## config.mk

```make
export PLATFORM = sky130hd
export DESIGN_NAME = wr_arbiter
export DESIGN_NICKNAME = d
export VERILOG_FILES = /design/src/rtl/wr_arbiter.sv
export SDC_FILE = /design/constraint.sdc
export NUM_CORES = 1
export LEC_CHECK = 0
export CELL_PAD_IN_SITES_DETAIL_PLACEMENT = 1
export CELL_PAD_IN_SITES_GLOBAL_PLACEMENT = 1
export CORE_UTILIZATION = 25
export DETAILED_ROUTE_END_ITERATION = 12
export PLACE_DENSITY = 0.8
export RECOVER_POWER = 25
export SYNTH_ARGS = -nofsm -noshare
export SYNTH_HDL_FRONTEND = slang
export SYNTH_SLANG_ARGS = --single-unit
```

## constraint.sdc

```tcl
create_clock -name wr_clk -period 7.6 [get_ports wr_clk]
set_input_delay 2.28 -clock wr_clk [delete_from_list [all_inputs] [get_ports wr_clk]]
set_output_delay 2.28 -clock wr_clk [all_outputs]
set_load 0.02 [all_outputs]
```

## src/rtl/wr_arbiter.sv

```systemverilog
// Round-robin burst arbiter feeding the async FIFO write port from NUM_REQ producers.
// Optional per-requester transfer counters are enabled with `define WR_ARB_STATS_EN.
module wr_arbiter #(
    parameter int NUM_REQ   = 4,
    parameter int DATA_SIZE = 8,
    parameter int MAX_BURST = 4
) (
    input  logic                           wr_clk,
    input  logic                           wr_rst,
    input  logic [NUM_REQ-1:0]             req_valid,
    input  logic [NUM_REQ*DATA_SIZE-1:0]   req_data,
    output logic [NUM_REQ-1:0]             req_ready,
    input  logic                           wr_full,
    output logic                           wr_inc,
    output logic [DATA_SIZE-1:0]           wr_data,
    output logic [$clog2(NUM_REQ)-1:0]     gnt_id,
    output logic                           busy
`ifdef WR_ARB_STATS_EN
    ,
    output logic [NUM_REQ*16-1:0]          xfer_cnt
`endif
);

    localparam int ID_W = $clog2(NUM_REQ);
    localparam int BW   = $clog2(MAX_BURST + 1);

    typedef enum logic {IDLE, GRANT} state_t;

    state_t              state;
    logic [ID_W-1:0]     last;
    logic [BW-1:0]       beat_cnt;
    logic                xfer;
    logic                release_gnt;
    logic                any_req;
    logic [ID_W-1:0]     pick_idle;
    logic [ID_W-1:0]     pick_rel;
    logic [DATA_SIZE-1:0] req_words [NUM_REQ];

    // Search from one past 'from' upward with wrap, so 'from' itself is tried last.
    function automatic logic [ID_W-1:0] rr_pick(input logic [NUM_REQ-1:0] v,
                                                input logic [ID_W-1:0]    from);
        logic [ID_W-1:0] sel;
        logic [ID_W:0]   s;
        logic            found;
        sel   = from;
        found = 1'b0;
        for (int k = 1; k <= NUM_REQ; k++) begin
            s = {1'b0, from} + (ID_W+1)'(k);
            if (s >= (ID_W+1)'(NUM_REQ))
                s = s - (ID_W+1)'(NUM_REQ);
            if (!found && v[s[ID_W-1:0]]) begin
                sel   = s[ID_W-1:0];
                found = 1'b1;
            end
        end
        return sel;
    endfunction

    for (genvar i = 0; i < NUM_REQ; i++) begin : g_words
        assign req_words[i] = req_data[i*DATA_SIZE +: DATA_SIZE];
    end

    assign any_req     = |req_valid;
    assign pick_idle   = rr_pick(req_valid, last);
    assign pick_rel    = rr_pick(req_valid, gnt_id);
    // A word offered while reset is asserted must not reach the FIFO.
    assign xfer        = (state == GRANT) && req_valid[gnt_id] && !wr_full && !wr_rst;
    assign release_gnt = (xfer && (beat_cnt == BW'(MAX_BURST - 1))) || !req_valid[gnt_id];
    assign wr_inc      = xfer;
    assign wr_data     = req_words[gnt_id];
    assign busy        = (state == GRANT);

    always_comb begin
        req_ready         = '0;
        req_ready[gnt_id] = xfer;
    end

    always_ff @(posedge wr_clk) begin
        if (wr_rst) begin
            state    <= IDLE;
            gnt_id   <= '0;
            last     <= ID_W'(NUM_REQ - 1);
            beat_cnt <= '0;
        end else begin
            case (state)
                IDLE: begin
                    if (any_req) begin
                        gnt_id   <= pick_idle;
                        beat_cnt <= '0;
                        state    <= GRANT;
                    end
                end
                GRANT: begin
                    if (release_gnt) begin
                        last     <= gnt_id;
                        beat_cnt <= '0;
                        if (any_req) begin
                            gnt_id <= pick_rel;
                            state  <= GRANT;
                        end else begin
                            state  <= IDLE;
                        end
                    end else if (xfer) begin
                        beat_cnt <= beat_cnt + 1'b1;
                    end
                end
                default: state <= IDLE;
            endcase
        end
    end

`ifdef WR_ARB_STATS_EN
    logic [15:0] cnt [NUM_REQ];

    always_ff @(posedge wr_clk) begin
        if (wr_rst) begin
            for (int i = 0; i < NUM_REQ; i++)
                cnt[i] <= '0;
        end else begin
            for (int i = 0; i < NUM_REQ; i++)
                if (req_ready[i] && (cnt[i] != 16'hFFFF))
                    cnt[i] <= cnt[i] + 16'd1;
        end
    end

    for (genvar i = 0; i < NUM_REQ; i++) begin : g_stats
        assign xfer_cnt[i*16 +: 16] = cnt[i];
    end
`endif

endmodule
```

==> results_dict.tcl, run 1 <==
set metrics [dict create \
    syn_nets 149 \
    num_vias 983 \
    fillerInstances 443 \
    die_h_um 64.2 \
    clock_path_buffers 2 \
    grt_usage_pct 15.4 \
    cts_sinks 8 \
    synth_seq_cells 8 \
    routed_wl_mm 3.03 \
    cts_setup_buffers 0 \
    grt_pass1_vias 1004 \
    port_buffers 54 \
    floorplan.rows 22 \
    multiInputGateArea_um2 716 \
    top_usage_layer "met2" \
    cts_tree "built" \
    fin_crit_ns 6.73 \
    critPathLaunchType "primary input" \
    cts_root_buffer "clkbuf_8" \
    postRouteAntennaNets 0 \
    seq_area_frac_synth_pct 16.6 \
    worst_slack_ns 0.868 \
    clk_latency_ns 0.22 \
    grt_start_max_net_pins 23 \
    overflow 0 \
    num-nets-final 198 \
    fin_skew_ns 0.00283 \
    synthCells 104 \
    cts_resized 0 \
    post-place-ws_ns 0.909 \
    clkTransAtPathRegs_ns 0.04 \
    p_leak_nw 0.573 \
    place_hpwl_mm 2.51 \
    rsz0062_at_grt "false" \
    place_congestion 0.857 \
    relSlewSlack_pct 10.7 \
    die_area_um2 4120 \
    synth_cell_types 32 \
    yosysTopAreaCell "mux4_2" \
    yosysWarnings 0 \
    required_ns 5.32 \
    slew_viol_final 0 \
    regArea_um2 160 \
    cts_hold_buffers 0 \
    endpoint_kind "output port" \
    fin_crit_sh_pct 88.6 \
    first_pass_iters 4 \
    drive_gt1_share_pct 10.6 \
    globalRouteMet2Util_pct 26.3 \
    syn_to_final_growth_pct 60.4 \
    synth_top_area_share_pct 25.6 \
    grt_use_met3_pct 1.25 \
    max_clock_freq_ghz 0.149 \
    syn_area_um2 967 \
    synth_area_per_cell_um2 9.30 \
    chipWidth_um 64.2 \
    routedWlPerCell_um 15.2 \
    cts_buffers 3 \
    hold_violations 0 \
    core_um2 3690 \
    initial_utilization_pct 26.2 \
    htreeDepth 1 \
    io_pins 55 \
    ys_top_cells_by_area "mux4_2 26%, dfxtp_1 17%, ha_1 7.8%" \
    worstMarginPinSlew_ns 1.34 \
    vdd_drop_max_uv 63.5 \
    critical_path_class "primary input to output port" \
    fin_setup_tns_ns 0 \
    antenna_found_initial 0 \
    setup_viol 0 \
    hp-class "flop to flop" \
    drt-initial-drc-count 19 \
    cp_max_fo 12 \
    drc_errors 0 \
    cap_violations 0 \
    detail_route.vias_per_cell 4.94 \
    grt_pass1_wl_mm 4.95 \
    antennaDiodeCount 0 \
    powerDensity_nw_per_um2 206 \
    worstPathArrival_ns 4.45 \
    outcome "finished clean" \
    met1_usage_pct 21.0 \
]
-- routing by layer --
| layer | wire length (um) | part of all wire, % |
|---|---|---|
| met1 | 1390 | 46 |
| met2 | 1580 | 52 |
| met3 | 57 | 1.9 |
| met4 | 0 | 0 |
| met5 | 0 | 0 |
-- synth_stat cells --
| cell | number |
|---|---|
| a22oi_1 | 3 |
| nand3_1 | 2 |
| nand3b_1 | 1 |
| o221ai_1 | 2 |
| or3b_2 | 1 |
| and3_1 | 2 |
| a31oi_1 | 2 |
| o21ai_0 | 4 |
| dfxtp_1 | 8 |
| a221oi_1 | 2 |
| nor4_1 | 2 |
| nand2b_1 | 2 |
| nor2_1 | 7 |
| a21boi_1 | 1 |
| clkbuf_1 | 5 |
| and2_1 | 4 |
| nor2b_1 | 4 |
| mux2i_1 | 7 |
| nand2_1 | 5 |
| buf_2 | 4 |
| a21oi_1 | 2 |
| a211o_1 | 1 |
| o211ai_1 | 2 |
| a41oi_1 | 1 |
| a21boi_0 | 1 |
| buf_6 | 1 |
| a311oi_1 | 1 |
| or3_4 | 1 |
| inv_1 | 8 |
| mux4_2 | 11 |
| buf_4 | 1 |
| ha_1 | 6 |
-- per-stage QoR --
step	utilization, %	total power [W]	std cells	hold WS, ns	area [um2]
after floorplan	-	0.000196	104	0.465	967
after global placement	41.1	0.000267	196	0.477	1520
after detailed placement	41.1	0.000275	196	0.498	1520
after CTS	42.3	0.000326	199	0.510	1560
after global routing	42.1	0.000341	199	0.512	1550
final	42.1	0.000320	199	0.502	1550
-- layout by cell type (no fill, tap or decap), drive strengths merged, types with 3 or more instances in the layout --
| cell | count |
|---|---|
| nor2 | 7 |
| a22oi | 3 |
| and2 | 4 |
| nor2b | 4 |
| o21ai | 4 |
| mux4 | 11 |
| mux2i | 7 |
| nand2 | 5 |
| dfxtp | 8 |
| ha | 6 |
| clkbuf | 4 |
| inv | 8 |
| clkdlybuf4s50 | 52 |
-- power by group --
part            total, W  internal (W)  switching [W]
clock network  0.0000496     0.0000342      0.0000154
logic           0.000206      0.000110      0.0000959
registers      0.0000639     0.0000479      0.0000160
total           0.000320      0.000192       0.000127
-- cell type report --
class	count	area share (%)
tap	48	3.87
inverter	8	1.94
clock buffer	3	2.66
multi-input combinational	77	46.1
timing repair buffer	55	35.1
sequential	8	10.3
-- kinds of logic (layout without fill, tap and decap cells) --
family                     count (synthesis)  count (layout)  synth area share (%)
buffers and inverters                     19              66                  9.06
adders and majority gates                  6               6                  7.76
and+or+nand+nor                           31              31                  17.6
DFF                                        8               8                  16.6
muxes                                     18              18                  32.9
AOI/OAI and AO/OA                         22              22                  16.2
-- flip-flops by register name (all words and copies together) (netlist names) --
name	cells
beat_cnt	3
gnt_id	2
last	2
busy	1
-- worst max-delay path: stages --
cell	delay, ns
dlygate4sd3_1	0.69
mux4_2	0.53
and3_1	0.25
and2_1	0.17
clkdlybuf4s50_1	0.53
-- worst paths after layout --
kind,from,endpoint,slack [ns],depth (start not counted)
hold / removal,beat_cnt[2],beat_cnt[2],0.50,2
hold reg to reg,beat_cnt[2],beat_cnt[2],0.50,2
setup reg to reg,gnt_id[0],gnt_id[1],3.98,8
setup / recovery,req_valid[1],req_ready[0],0.87,5
No activity file was read; power rests on OpenSTA's default activity.
==> run 2: changes to the inputs <==
--- a/config.mk
+++ b/config.mk
@@ -5,11 +5,12 @@
 export SDC_FILE = /design/constraint.sdc
 export NUM_CORES = 1
 export LEC_CHECK = 0
+export ABC_AREA = 1
 export CELL_PAD_IN_SITES_DETAIL_PLACEMENT = 1
 export CELL_PAD_IN_SITES_GLOBAL_PLACEMENT = 1
 export CORE_UTILIZATION = 25
 export DETAILED_ROUTE_END_ITERATION = 12
-export PLACE_DENSITY = 0.8
+export PLACE_DENSITY = 0.84
 export RECOVER_POWER = 25
 export SYNTH_ARGS = -nofsm -noshare
 export SYNTH_HDL_FRONTEND = slang
==> run 2 against run 1 <==
Clock-buffer cell count is the same. Via count grew 48%. Design area grew 9.8%. Core utilization shrank 0.68 points. Register-to-register slack gained 0.67 ns. Worst hold slack lost 0.033 ns. Critical path type unchanged. Final cell count grew 52%. Largest power group unchanged. Die area grew 13%. Setup slack gained 0.099 ns. Routed wire length grew 21%. Clock power grew 3%. Total power grew 74%.
==> results_dict.tcl, run 2 <==
set metrics [dict create \
    outcome "finished clean" \
    fin_crit_sh_pct 87.3 \
    worstMarginPinSlew_ns 0.908 \
    required_ns 5.32 \
    reg2reg_from "gnt_id[0]" \
    fin_skew_ns 0.00271 \
    drive_gt1_share_pct 5.93 \
    top_usage_layer "met2" \
    hp-start "beat_cnt[1]" \
    routed_wl_mm 3.65 \
    r2r_cells 12 \
    place_congestion 0.771 \
    syn_to_final_growth_pct 54.8 \
    detail_route.vias_per_cell 4.79 \
    fin_setup_tns_ns 0 \
    cts_sinks 8 \
    async_flop_share_pct 0 \
    cts_root_buffer "clkbuf_8" \
    first_pass_iters 4 \
    largest_reg_flops 3 \
    p_clk_share_pct 9.2 \
    routedWlPerCell_um 12.1 \
    hold-path-endpoint "beat_cnt[1]" \
    critPathLaunchType "primary input" \
    relSlewSlack_pct 39.4 \
    p_int_w 0.000259 \
    grt_pass1_vias 1405 \
    pwr-share-comb_pct 74.5 \
    globalRouteMet2Util_pct 32.0 \
    syn_nets 248 \
    p_switching_w 0.000298 \
    setup_viol 0 \
    vdd_drop_max_uv 134 \
    powerDensity_nw_per_um2 327 \
    hp-class "flop to flop" \
    crit_buf_inv 4 \
    cts_tree "built" \
    reg.largest.list "beat_cnt x3, gnt_id x2, last x2" \
    hold_depth 2 \
    io_pins 55 \
    initial_utilization_pct 26.7 \
    met1_usage_pct 19.3 \
    critical_path.cell_chain "dlygate4sd3_1, inv_1, nand2_1, nand2_1, nand2_1, nand3_1, nor2_1, inv_1, nor2_1, clkdlybuf4s50_1" \
    synth_area_per_cell_um2 5.42 \
    cts_resized 0 \
    r2r_slack_ns 4.65 \
    worstPathArrival_ns 4.35 \
    cts_setup_buffers 0 \
    clkTransAtPathRegs_ns 0.04 \
    synth_common_cells "57 x nand2_1, 27 x inv_1, 27 x nor2_1, 19 x o21ai_0, 13 x nand3_1" \
    synth_cell_types 24 \
    final_util_pct 41.4 \
    grt_pass1_wl_mm 6.01 \
    chipWidth_um 68.3 \
    core_um2 4120 \
    final_area_um2 1700 \
    num_vias 1450 \
    largest-register "beat_cnt" \
    postRouteAntennaNets 0 \
    synth_top_area_share_pct 19.5 \
    floorplan.rows 23 \
    ys_top_cells_by_area "nand2_1 19%, dfxtp_1 15%, inv_1 9.2%" \
    synth_edf_count 0 \
    fin_crit_ns 6.63 \
    r2r-end "gnt_id[0]" \
    overflow 0 \
    seq_area_frac_synth_pct 14.6 \
    cap_violations 0 \
    port_buffers 54 \
    max_clock_freq_ghz 0.151 \
    placed_area_um2 1670 \
    p_leak_nw 0.789 \
    slew_viol_final 0 \
    critical-path-top-delay-family "buffers and inverters" \
    max_stage_delay_ns 0.62 \
    layout_commonest_cell "nand2_1" \
    die_area_um2 4670 \
    swShare_pct 53.5 \
    die_h_um 68.3 \
    synthCells 203 \
    multiInputGateArea_um2 793 \
    grt_usage_pct 16.6 \
    antenna_found_initial 0 \
    endpoint_kind "output port" \
    cts_hold_buffers 0 \
    cpMostUsedCell "nand2_1" \
    num-nets-final 300 \
    grt_start_max_net_pins 27 \
    place_hpwl_mm 2.92 \
    final_cell_mix "57 x nand2_1, 52 x clkdlybuf4s50_1, 27 x nor2_1, 27 x inv_1, 21 x o21ai_0" \
    synth_seq_cells 8 \
    cp_max_fo 4 \
    antennaDiodeCount 0 \
    hold_violations 0 \
    htreeDepth 1 \
    synthFlopType "dfxtp_1" \
    seqPwrFrac_pct 16.4 \
    regArea_um2 160 \
    yosysTopAreaCell "nand2_1" \
    clock_path_buffers 2 \
    yosysWarnings 0 \
    fillerInstances 565 \
    grt_use_met3_pct 3.67 \
    drc_errors 0 \
    syn_area_um2 1100 \
    slowest_stage "clkdlybuf4s50_1" \
    yosysMostFrequentCell "nand2_1" \
    power_w 0.000557 \
    critical_path_class "primary input to output port" \
    cts_buffers 3 \
    drt-initial-drc-count 48 \
    rsz0062_at_grt "false" \
    clk_latency_ns 0.23 \
]
-- run 2: cell count changes in the layout (fill, tap and decap cells not counted), moves of 7 or more --
cell / before / now
nand2_1: 5 / 57
mux2i_1: 7 / 0
o22ai_1: 0 / 9
mux4_2: 11 / 0
nand3_1: 2 / 13
o21ai_0: 4 / 21
nor2_1: 7 / 27
inv_1: 8 / 27
-- run 2: how the worst max path moves through the flow --
stage | from | slack, ns | depth (start not counted) | end
detailed placement | req_valid[3] | 1.03 | 10 | req_ready[0]
CTS | req_valid[3] | 1.02 | 10 | req_ready[0]
global placement | req_valid[0] | 1.09 | 10 | req_ready[2]
global route | req_valid[0] | 0.79 | 10 | req_ready[0]
floorplan | req_valid[3] | 1.88 | 8 | req_ready[0]
finish | req_valid[0] | 0.97 | 10 | req_ready[0]
-- run 2: area by class of cell --
| class | count | share of cell area [%] |
|---|---|---|
| tap | 50 | 3.67 |
| multi-input combinational | 160 | 46.6 |
| sequential | 8 | 9.40 |
| clock buffer | 3 | 2.42 |
| timing repair buffer | 54 | 31.7 |
| inverter | 28 | 6.17 |
-- run 2: logic make-up after synthesis --
group	share of synthesized area [%]
AND/OR/NAND/NOR	42.8
AO/OA/AOI/OAI	22.9
buffers and inverters	13.0
flip-flops	14.6
adder cells (fa/ha/maj)	6.83
-- run 2: through the flow --
stage / instances / worst slack, ns / hold slack [ns]
5_1_grt: 303 / 0.789 / 0.506
4_1_cts: 303 / 1.02 / 0.472
3_3_place_gp: 300 / 1.09 / 0.455
3_5_place_dp: 300 / 1.03 / 0.465
6_report: 303 / 0.968 / 0.469
2_1_floorplan: 203 / 1.88 / 0.439
-- run 2: power groups by stage --
stage,Sequential [W],Clock (W),Combinational (W)
floorplan,0.0000721,0,0.000299
global placement,0.0000929,0,0.000415
detailed placement,0.0000951,0,0.000419
CTS,0.0000932,0.0000529,0.000422
global route,0.0000975,0.0000565,0.000465
finish,0.0000912,0.0000510,0.000415
-- run 2: worst min-delay path: stages, from the launching register on --
cell and delay, ns:
dfxtp_1 0.31, nand2_1 0.06, a21oi_1 0.05
-- run 2: per-layer routing --
layer  routed length [um]  vias to the layer above
met5                    0                        -
met3                  164                        0
met2                 1810                       32
li1                     -                      759
met4                    0                        0
met1                 1680                      659
